File: config.mk
export PLATFORM = sky130hd
export DESIGN_NAME = trace_sink_serializer
export DESIGN_NICKNAME = d
export VERILOG_FILES = /design/src/rtl/trace_sink_serializer.sv
export SDC_FILE = /design/constraint.sdc
export NUM_CORES = 1
export LEC_CHECK = 0
export CORE_MARGIN = 2
export CORE_UTILIZATION = 35
export CTS_CLUSTER_DIAMETER = 200
export DETAILED_ROUTE_END_ITERATION = 10
export GPL_TIMING_DRIVEN = 1
export SLEW_MARGIN = 20
export SYNTH_ARGS = -nofsm -noshare
export SYNTH_HDL_FRONTEND = slang
export SYNTH_SLANG_ARGS = --single-unit
File: constraint.sdc
create_clock -name clk -period 5.5 [get_ports clk]
set_input_delay 0.55 -clock clk [delete_from_list [all_inputs] [get_ports clk]]
set_output_delay 0.55 -clock clk [all_outputs]
set_load 0.005 [all_outputs]
File: src/rtl/trace_sink_serializer.sv
// Message-to-byte serializer: buffers whole trace messages in a small FIFO and
// streams them out least-significant byte first on a valid/ready byte port.
module trace_sink_serializer #(
  parameter  int DATA_BYTES = 4,
  parameter  int FIFO_DEPTH = 2,
  localparam int LEN_W      = $clog2(DATA_BYTES + 1)
) (
  input  logic                    clk,
  input  logic                    reset,
  input  logic                    in_valid,
  output logic                    in_ready,
  input  logic [8*DATA_BYTES-1:0] in_data,
  input  logic [LEN_W-1:0]        in_len,
  output logic                    out_valid,
  input  logic                    out_ready,
  output logic [7:0]              out_byte,
  output logic                    out_last,
  output logic [15:0]             msg_count
);

  localparam int DW    = 8 * DATA_BYTES;
  localparam int PTR_W = (FIFO_DEPTH > 1) ? $clog2(FIFO_DEPTH) : 1;
  localparam int CNT_W = PTR_W + 1;

  typedef enum logic [0:0] {
    IDLE = 1'b0,
    SEND = 1'b1
  } state_e;

  state_e             state_q, state_d;
  logic [DW-1:0]      mem_data_q [FIFO_DEPTH];
  logic [DW-1:0]      mem_data_d [FIFO_DEPTH];
  logic [LEN_W-1:0]   mem_len_q  [FIFO_DEPTH];
  logic [LEN_W-1:0]   mem_len_d  [FIFO_DEPTH];
  logic [PTR_W-1:0]   wr_ptr_q, wr_ptr_d;
  logic [PTR_W-1:0]   rd_ptr_q, rd_ptr_d;
  logic [CNT_W-1:0]   count_q, count_d;
  logic [DW-1:0]      data_q, data_d;
  logic [LEN_W-1:0]   len_q, len_d;
  logic [LEN_W-1:0]   idx_q, idx_d;
  logic [15:0]        msg_count_q, msg_count_d;
  logic               out_valid_q, out_valid_d;
  logic               out_last_q, out_last_d;

  logic               fifo_full_s;
  logic               fifo_empty_s;
  logic [LEN_W-1:0]   len_clamped_s;
  logic               push_s;
  logic               pop_s;
  logic               fire_s;
  logic               is_last_s;

  // Handshake qualifiers; in_ready depends on FIFO occupancy only, so a pop
  // in the same cycle never frees a slot for a concurrent push.
  always_comb begin
    fifo_full_s   = (count_q == CNT_W'(FIFO_DEPTH));
    fifo_empty_s  = (count_q == {CNT_W{1'b0}});
    len_clamped_s = (in_len > LEN_W'(DATA_BYTES)) ? LEN_W'(DATA_BYTES) : in_len;
    push_s        = in_valid & ~fifo_full_s & (len_clamped_s != {LEN_W{1'b0}});
    fire_s        = (state_q == SEND) & out_ready;
    is_last_s     = (idx_q == (len_q - LEN_W'(1)));
    pop_s         = ~fifo_empty_s & ((state_q == IDLE) | (fire_s & is_last_s));
  end

  // FSM state register
  always_ff @(posedge clk or posedge reset) begin
    if (reset) begin
      state_q <= IDLE;
    end else begin
      state_q <= state_d;
    end
  end

  // FSM next-state: back-to-back messages stay in SEND without a bubble
  always_comb begin
    state_d = state_q;
    case (state_q)
      IDLE: begin
        if (!fifo_empty_s) state_d = SEND;
        else               state_d = IDLE;
      end
      SEND: begin
        if (fire_s && is_last_s && fifo_empty_s) state_d = IDLE;
        else                                     state_d = SEND;
      end
      default: state_d = IDLE;
    endcase
  end

  // FSM outputs, registered so out_valid/out_last come straight from flops
  always_comb begin
    out_valid_d = (state_d == SEND);
    if (pop_s) begin
      out_last_d = (mem_len_q[rd_ptr_q] == LEN_W'(1));
    end else if (fire_s && !is_last_s) begin
      out_last_d = ((idx_q + LEN_W'(1)) == (len_q - LEN_W'(1)));
    end else begin
      out_last_d = out_last_q;
    end
  end

  // FIFO storage, pointers and the byte shift register
  always_comb begin
    mem_data_d = mem_data_q;
    mem_len_d  = mem_len_q;
    wr_ptr_d   = wr_ptr_q;
    rd_ptr_d   = rd_ptr_q;
    data_d     = data_q;
    len_d      = len_q;
    idx_d      = idx_q;
    if (push_s) begin
      mem_data_d[wr_ptr_q] = in_data;
      mem_len_d[wr_ptr_q]  = len_clamped_s;
      wr_ptr_d             = wr_ptr_q + PTR_W'(1);
    end else begin
      wr_ptr_d = wr_ptr_q;
    end
    count_d = count_q + CNT_W'(push_s) - CNT_W'(pop_s);
    // The last byte is not shifted out so out_byte holds it once idle.
    if (pop_s) begin
      data_d   = mem_data_q[rd_ptr_q];
      len_d    = mem_len_q[rd_ptr_q];
      idx_d    = {LEN_W{1'b0}};
      rd_ptr_d = rd_ptr_q + PTR_W'(1);
    end else if (fire_s && !is_last_s) begin
      data_d = data_q >> 8;
      idx_d  = idx_q + LEN_W'(1);
    end else begin
      data_d = data_q;
    end
    msg_count_d = msg_count_q + {15'd0, (fire_s & is_last_s)};
  end

  // Datapath and output registers
  always_ff @(posedge clk or posedge reset) begin
    if (reset) begin
      mem_data_q  <= '{default: {DW{1'b0}}};
      mem_len_q   <= '{default: {LEN_W{1'b0}}};
      wr_ptr_q    <= {PTR_W{1'b0}};
      rd_ptr_q    <= {PTR_W{1'b0}};
      count_q     <= {CNT_W{1'b0}};
      data_q      <= {DW{1'b0}};
      len_q       <= {LEN_W{1'b0}};
      idx_q       <= {LEN_W{1'b0}};
      msg_count_q <= 16'd0;
      out_valid_q <= 1'b0;
      out_last_q  <= 1'b0;
    end else begin
      mem_data_q  <= mem_data_d;
      mem_len_q   <= mem_len_d;
      wr_ptr_q    <= wr_ptr_d;
      rd_ptr_q    <= rd_ptr_d;
      count_q     <= count_d;
      data_q      <= data_d;
      len_q       <= len_d;
      idx_q       <= idx_d;
      msg_count_q <= msg_count_d;
      out_valid_q <= out_valid_d;
      out_last_q  <= out_last_d;
    end
  end

  assign in_ready  = ~fifo_full_s;
  assign out_valid = out_valid_q;
  assign out_byte  = data_q[7:0];
  assign out_last  = out_last_q;
  assign msg_count = msg_count_q;

endmodule

; Word level (Yosys, flattened, before mapping)
; Index checks and enable logic that the tools add are counted.
[word_totals]
reg_bits = 130
latch_bits = 0
mem_bits_rw = 0
mem_bits_ro = 0
inputBits = 39
out_inout_bits = 27
memories = 0
[op_classes]
add_sub_neg = 7
multipliers = 0
div_mod_pow = 0
order_cmp = 4
n_eq_ne = 4
shift = 0
mux = 22
n_bitwise = 11
reduce_logical = 8
[op_table]
columns = operator, count
row1 = two-way mux 32 bit, 6
row2 = bitwise mux 64 bit, 1
row3 = demux 32 bit (select 1 bit), 1
row4 = two-way mux 3 bit, 7
row5 = adder 16 x 1 -> 16 bit, 1
row6 = bitwise mux 6 bit, 1
row7 = equality test 3 bit, 2
row8 = AND 1 bit, 5
row9 = greater-or-equal comparator 2 bit (second input constant), 2
row10 = logical AND 1 bit, 4
row11 = two-way mux 1 bit, 4
row12 = NOT 1 -> 2 bit, 2
row13 = adder 3 x 1 -> 3 bit (second input constant), 1
row14 = demux 3 bit (select 1 bit), 1
row15 = equality test 3 x 1 -> 1 bit (second input constant), 1
row16 = > comparator 3 bit (second input constant), 1
row17 = NOT 1 bit, 3
row18 = nonzero test 3 bit, 1
row19 = subtractor 3 x 1 -> 3 bit (second input constant), 1
row20 = adder 1 bit (second input constant), 2
row21 = adder 2 x 1 -> 2 bit, 1
row22 = equality test 2 bit (second input constant), 1
row23 = logical NOT 2 bit, 1
row24 = < comparator 2 x 1 -> 1 bit (second input constant), 1
row25 = 5 further kinds, 5

; Depth between registers and ports, before layout
[depth]
depth_word = 6
mapped_depth = 10

; Worst setup path before layout
; No wires, ideal clock.
[synth_path]
kind = register to register
start = reg len_q[0]
end = reg count_q[1]
t_arrival_ns = 2.193
required_ns = 5.420
setup_slack_ns = 3.227
path_stages_with_launch = 11
cell_sequence = dfrtp_1 -> inv_1 -> ha_1 -> xor2_1 -> a41oi_4 -> inv_2 -> ha_1 -> inv_1 -> ha_1 -> xnor2_1 -> xnor2_1
[synth_between]
elab_chain_cells = 6
[synth_lines]
columns = item, line
row1 = from (decl), 39  ; logic [LEN_W-1:0] len_q, len_d;
row2 = from (signal assigned), 143  ; len_q <= {LEN_W{1'b0}};
row3 = from (signal assigned), 155  ; len_q <= len_d;
row4 = subtractor 3 x 1 -> 3 bit, 61  ; is_last_s = (idx_q == (len_q - LEN_W'(1)));
row5 = equality test 3 bit, 61
row6 = AND 1 bit, 62  ; pop_s = ~fifo_empty_s & ((state_q == IDLE) | (fire_s & is_last_s));
row7 = OR 1 bit, 62
row8 = AND 1 bit, 62
row9 = subtractor 2 x 1 -> 2 bit, 118  ; count_d = count_q + CNT_W'(push_s) - CNT_W'(pop_s);
row10 = net count_d[1], 37  ; logic [CNT_W-1:0] count_q, count_d;
row11 = to (signal assigned), 141  ; count_q <= {CNT_W{1'b0}};
row12 = to (signal assigned), 153  ; count_q <= count_d;
row13 = to (decl), 37
; The timed path passes the listed nets, and every way through them passes these cells.
; A chain may end at the register's enable or synchronous reset.

; Final worst setup path
; Ends and elaborated chain as after synthesis.

==> out/metrics.yaml <==
drt:
  firstDrtPassIters: 4
  wl_mm: 12.1
  vias: 3792
  viasPerCell: 4.89
  postRouteAntennaNets: 0
  drcViolationCount: 0
  wl_per_cell_um: 15.6
  drtIter0Drc: 213
floorplanning:
  die_w_um: 133
  io_pins: 66
  die_y_um: 133
  fp.coreArea_sq_mm: 0.0164
  row_count: 47
  die-area_sq_mm: 0.0177
  start_util_pct: 35.6
power:
  peakVddDrop_v: 0.000257
  power.leakage_nw: 3.01
  power_density_mw_per_mm2: 591
hold_path:
  min_to: "msg_count[15]"
  min_path_type: "reg -> reg"
  holdPathStages: 1
  hp-start: "msg_count[15]"
timing:
  finClkSkew_ns: 0.00990
  worst_slew_pin_slew_ns: 0.870
  relSlewSlack_pct: 41.8
  hold_viol: 0
  whs_ns: 0.478
  setup_tns_ns: 0
  rsz0062_at_grt: "no"
  max_freq_ghz: 0.342
  finalCritPeriodShare_pct: 53.2
  setup_viol: 0
  period_needed_ns: 2.93
  final_max_slew_viol_count: 0
clock_network:
  ctsResizeCount: 0
  cts.sinks: 130
  clk_latency_ns: 0.42
  clock_path_buffers: 2
  path_clk_slew_ns: 0.06
  cts_hold_buf: 0
  post-cts-setup-buffer-count: 0
  cts_made_buffers: 17
  cts_tree: "built"
  htree_levels: 4
  ctsRootBufferMaster: "clkbuf_16"
critical_path:
  rr_endpoint: "count_q[1]"
  critPathSlowestCell: "a41oi_4"
  cp_slowest_stage_delay_ns: 0.78
  required_ns: 5.83
  arrival_ns: 3.26
  cp-start-kind: "flip-flop"
  reg2reg_slack_ns: 2.57
  ff2ff_path_depth: 10
  reg2reg_from: "len_q[0]"
  crit_chain: "inv_1, ha_1, xnor3_2, a41oi_4, inv_2, ha_1, inv_1, ha_1, xnor2_1, xnor2_1"
  path_common_cell: "ha_1"
  path_max_fanout: 28
  end_kind: "flip-flop"
  critical_path_class: "reg -> reg"
synth:
  yosys-top-cells-area: "dfrtp_1 (56%), mux2_2 (13%), nand2_1 (3.9%), a211oi_1 (3.1%), a31oi_1 (2.7%)"
  synth.avg_cell_area_sq_um: 12.0
  syn_inst: 485
  synth.top_cell.area_share_pct: 55.8
  yosys_warnings: 0
  yosysTopAreaCell: "dfrtp_1"
  async_flop_share_pct: 100
  ys_seq_area_share_pct: 55.8
  syn_nets: 530
  synthTopCellsByCount: "dfrtp_1 (130), mux2_2 (66), nand2_1 (61)"
  ys_ff_latch: 130
  syn-cell-area_sq_mm: 0.00583
  synth_edf_count: 0
  synth.most_common_cell: "dfrtp_1"
  synth_cell_type_count: 38
  synth_top_flop_cell: "dfrtp_1"
finish:
  diodes: 0
  layout.nets: 588
  syn2layout_area_growth_pct: 23.9
  drive_gt1_share_pct: 20.1
place:
  hpwlAfterDp_mm: 7.78
  numPortBuffers: 65
  gp_congestion: 0.748
run:
  maxCapViolations: 0
global_route:
  antenna_found_initial: 0
  grt_pass1_wl_mm: 20.4
  grt_max_degree: 86
  gr-total-overflow: 0
  grt_util_all_layers_pct: 14.6
  grt_pass1_vias: 4056
run_status:
  status: "completed"
==> critical path, delay by kind of cell (launching register included) <==
family	cells	cell delay (ns)
AOI/OAI and AO/OA	1	0.78
adders and majority gates	3	0.70
xor gates and xnor gates	3	0.65
DFF	1	0.42
buffers and inverters	3	0.31
==> metrics by stage <==
stage          worst slack [ns]  cells  power [mW]  instance area [sq um]  utilization, %
5_1_grt                    2.34    776        4.57                   7230            44.1
3_5_place_dp               2.46    743        3.17                   6610            40.3
4_1_cts                    2.57    775        4.31                   7210            43.9
3_3_place_gp               2.49    743        3.11                   6610            40.3
6_report                   2.57    776        4.27                   7230            44.1
2_1_floorplan              1.48    485        2.80                   5830               -
==> layer usage <==
layer / wire length, um / track usage [%] / up-vias
li1: - / - / 1821
met1: 5640 / 18.8 / 1894
met2: 5930 / 24.0 / 60
met3: 327 / 3.81 / 17
met4: 200 / 5.56 / 0
met5: 0 / 0 / -
==> placed cells by master (no fill, tap or decap), drive strengths merged, types with 2 or more instances in the layout <==
cell type | synthesis | routed
dfrtp | 130 | 130
mux2 | 66 | 66
clkdlybuf4s50 | 0 | 65
nand2 | 61 | 61
a31oi | 26 | 26
nor2b | 24 | 24
a211oi | 24 | 24
clkbuf | 4 | 21
xnor2 | 17 | 17
nand3 | 16 | 16
o21ai | 13 | 13
mux2i | 12 | 12
inv | 9 | 11
xor2 | 8 | 8
ha | 6 | 6
nor2 | 6 | 6
buf | 28 | 6
nand4 | 5 | 5
and3 | 5 | 5
a21oi | 5 | 5
nand2b | 4 | 4
nor3 | 4 | 4
clkinvlp | 0 | 4
clkinv | 0 | 3
or3 | 2 | 2
bufinv | 0 | 2
==> how the worst max path moves through the flow <==
stage | endpoint | startpoint | slack (ns)
after CTS | count_q[1] | len_q[0] | 2.57
after detailed placement | count_q[1] | out_ready | 2.46
after global routing | count_q[1] | len_q[0] | 2.34
after global placement | count_q[1] | out_ready | 2.49
after floorplan | count_q[0] | reset | 1.48
final | count_q[1] | len_q[0] | 2.57
==> report_power, final <==
| part | switching (mW) | leakage [nW] | total [mW] | internal (mW) |
|---|---|---|---|---|
| registers | 0.233 | 1.60 | 1.60 | 1.37 |
| clock network | 0.423 | 0.282 | 1.13 | 0.705 |
| logic | 0.790 | 1.13 | 1.54 | 0.755 |
==> cell families after synthesis <==
kind of cell               count (synthesis)  synth area share [%]
xor gates and xnor gates                  27                  4.57
adders and majority gates                  6                  1.29
DFF                                      130                  55.8
buffers and inverters                     41                  3.93
AOI/OAI and AO/OA                         74                  9.07
and+or+nand+nor                          129                  10.6
muxes                                     78                  14.8
==> area by class of cell <==
cell class	instances	area (sq um)
clock buffers	21	470
flip-flops and latches	130	3250
multi-input cells	314	2360
fillers	1512	9180
well taps	220	275
clock inverters	11	126
inverters	9	38.8
repair buffers	71	708
==> sequential cells by signal, summed over array words and instances (netlist names) <==
register and cells:
out_last 1, len_q 3, count_q 2, idx_q 3
mem_len_q 6, out_valid 1, mem_data_q 64, wr_ptr_q 1
data_q 32, msg_count 16, rd_ptr_q 1
Power figures use the tool's default switching activity.
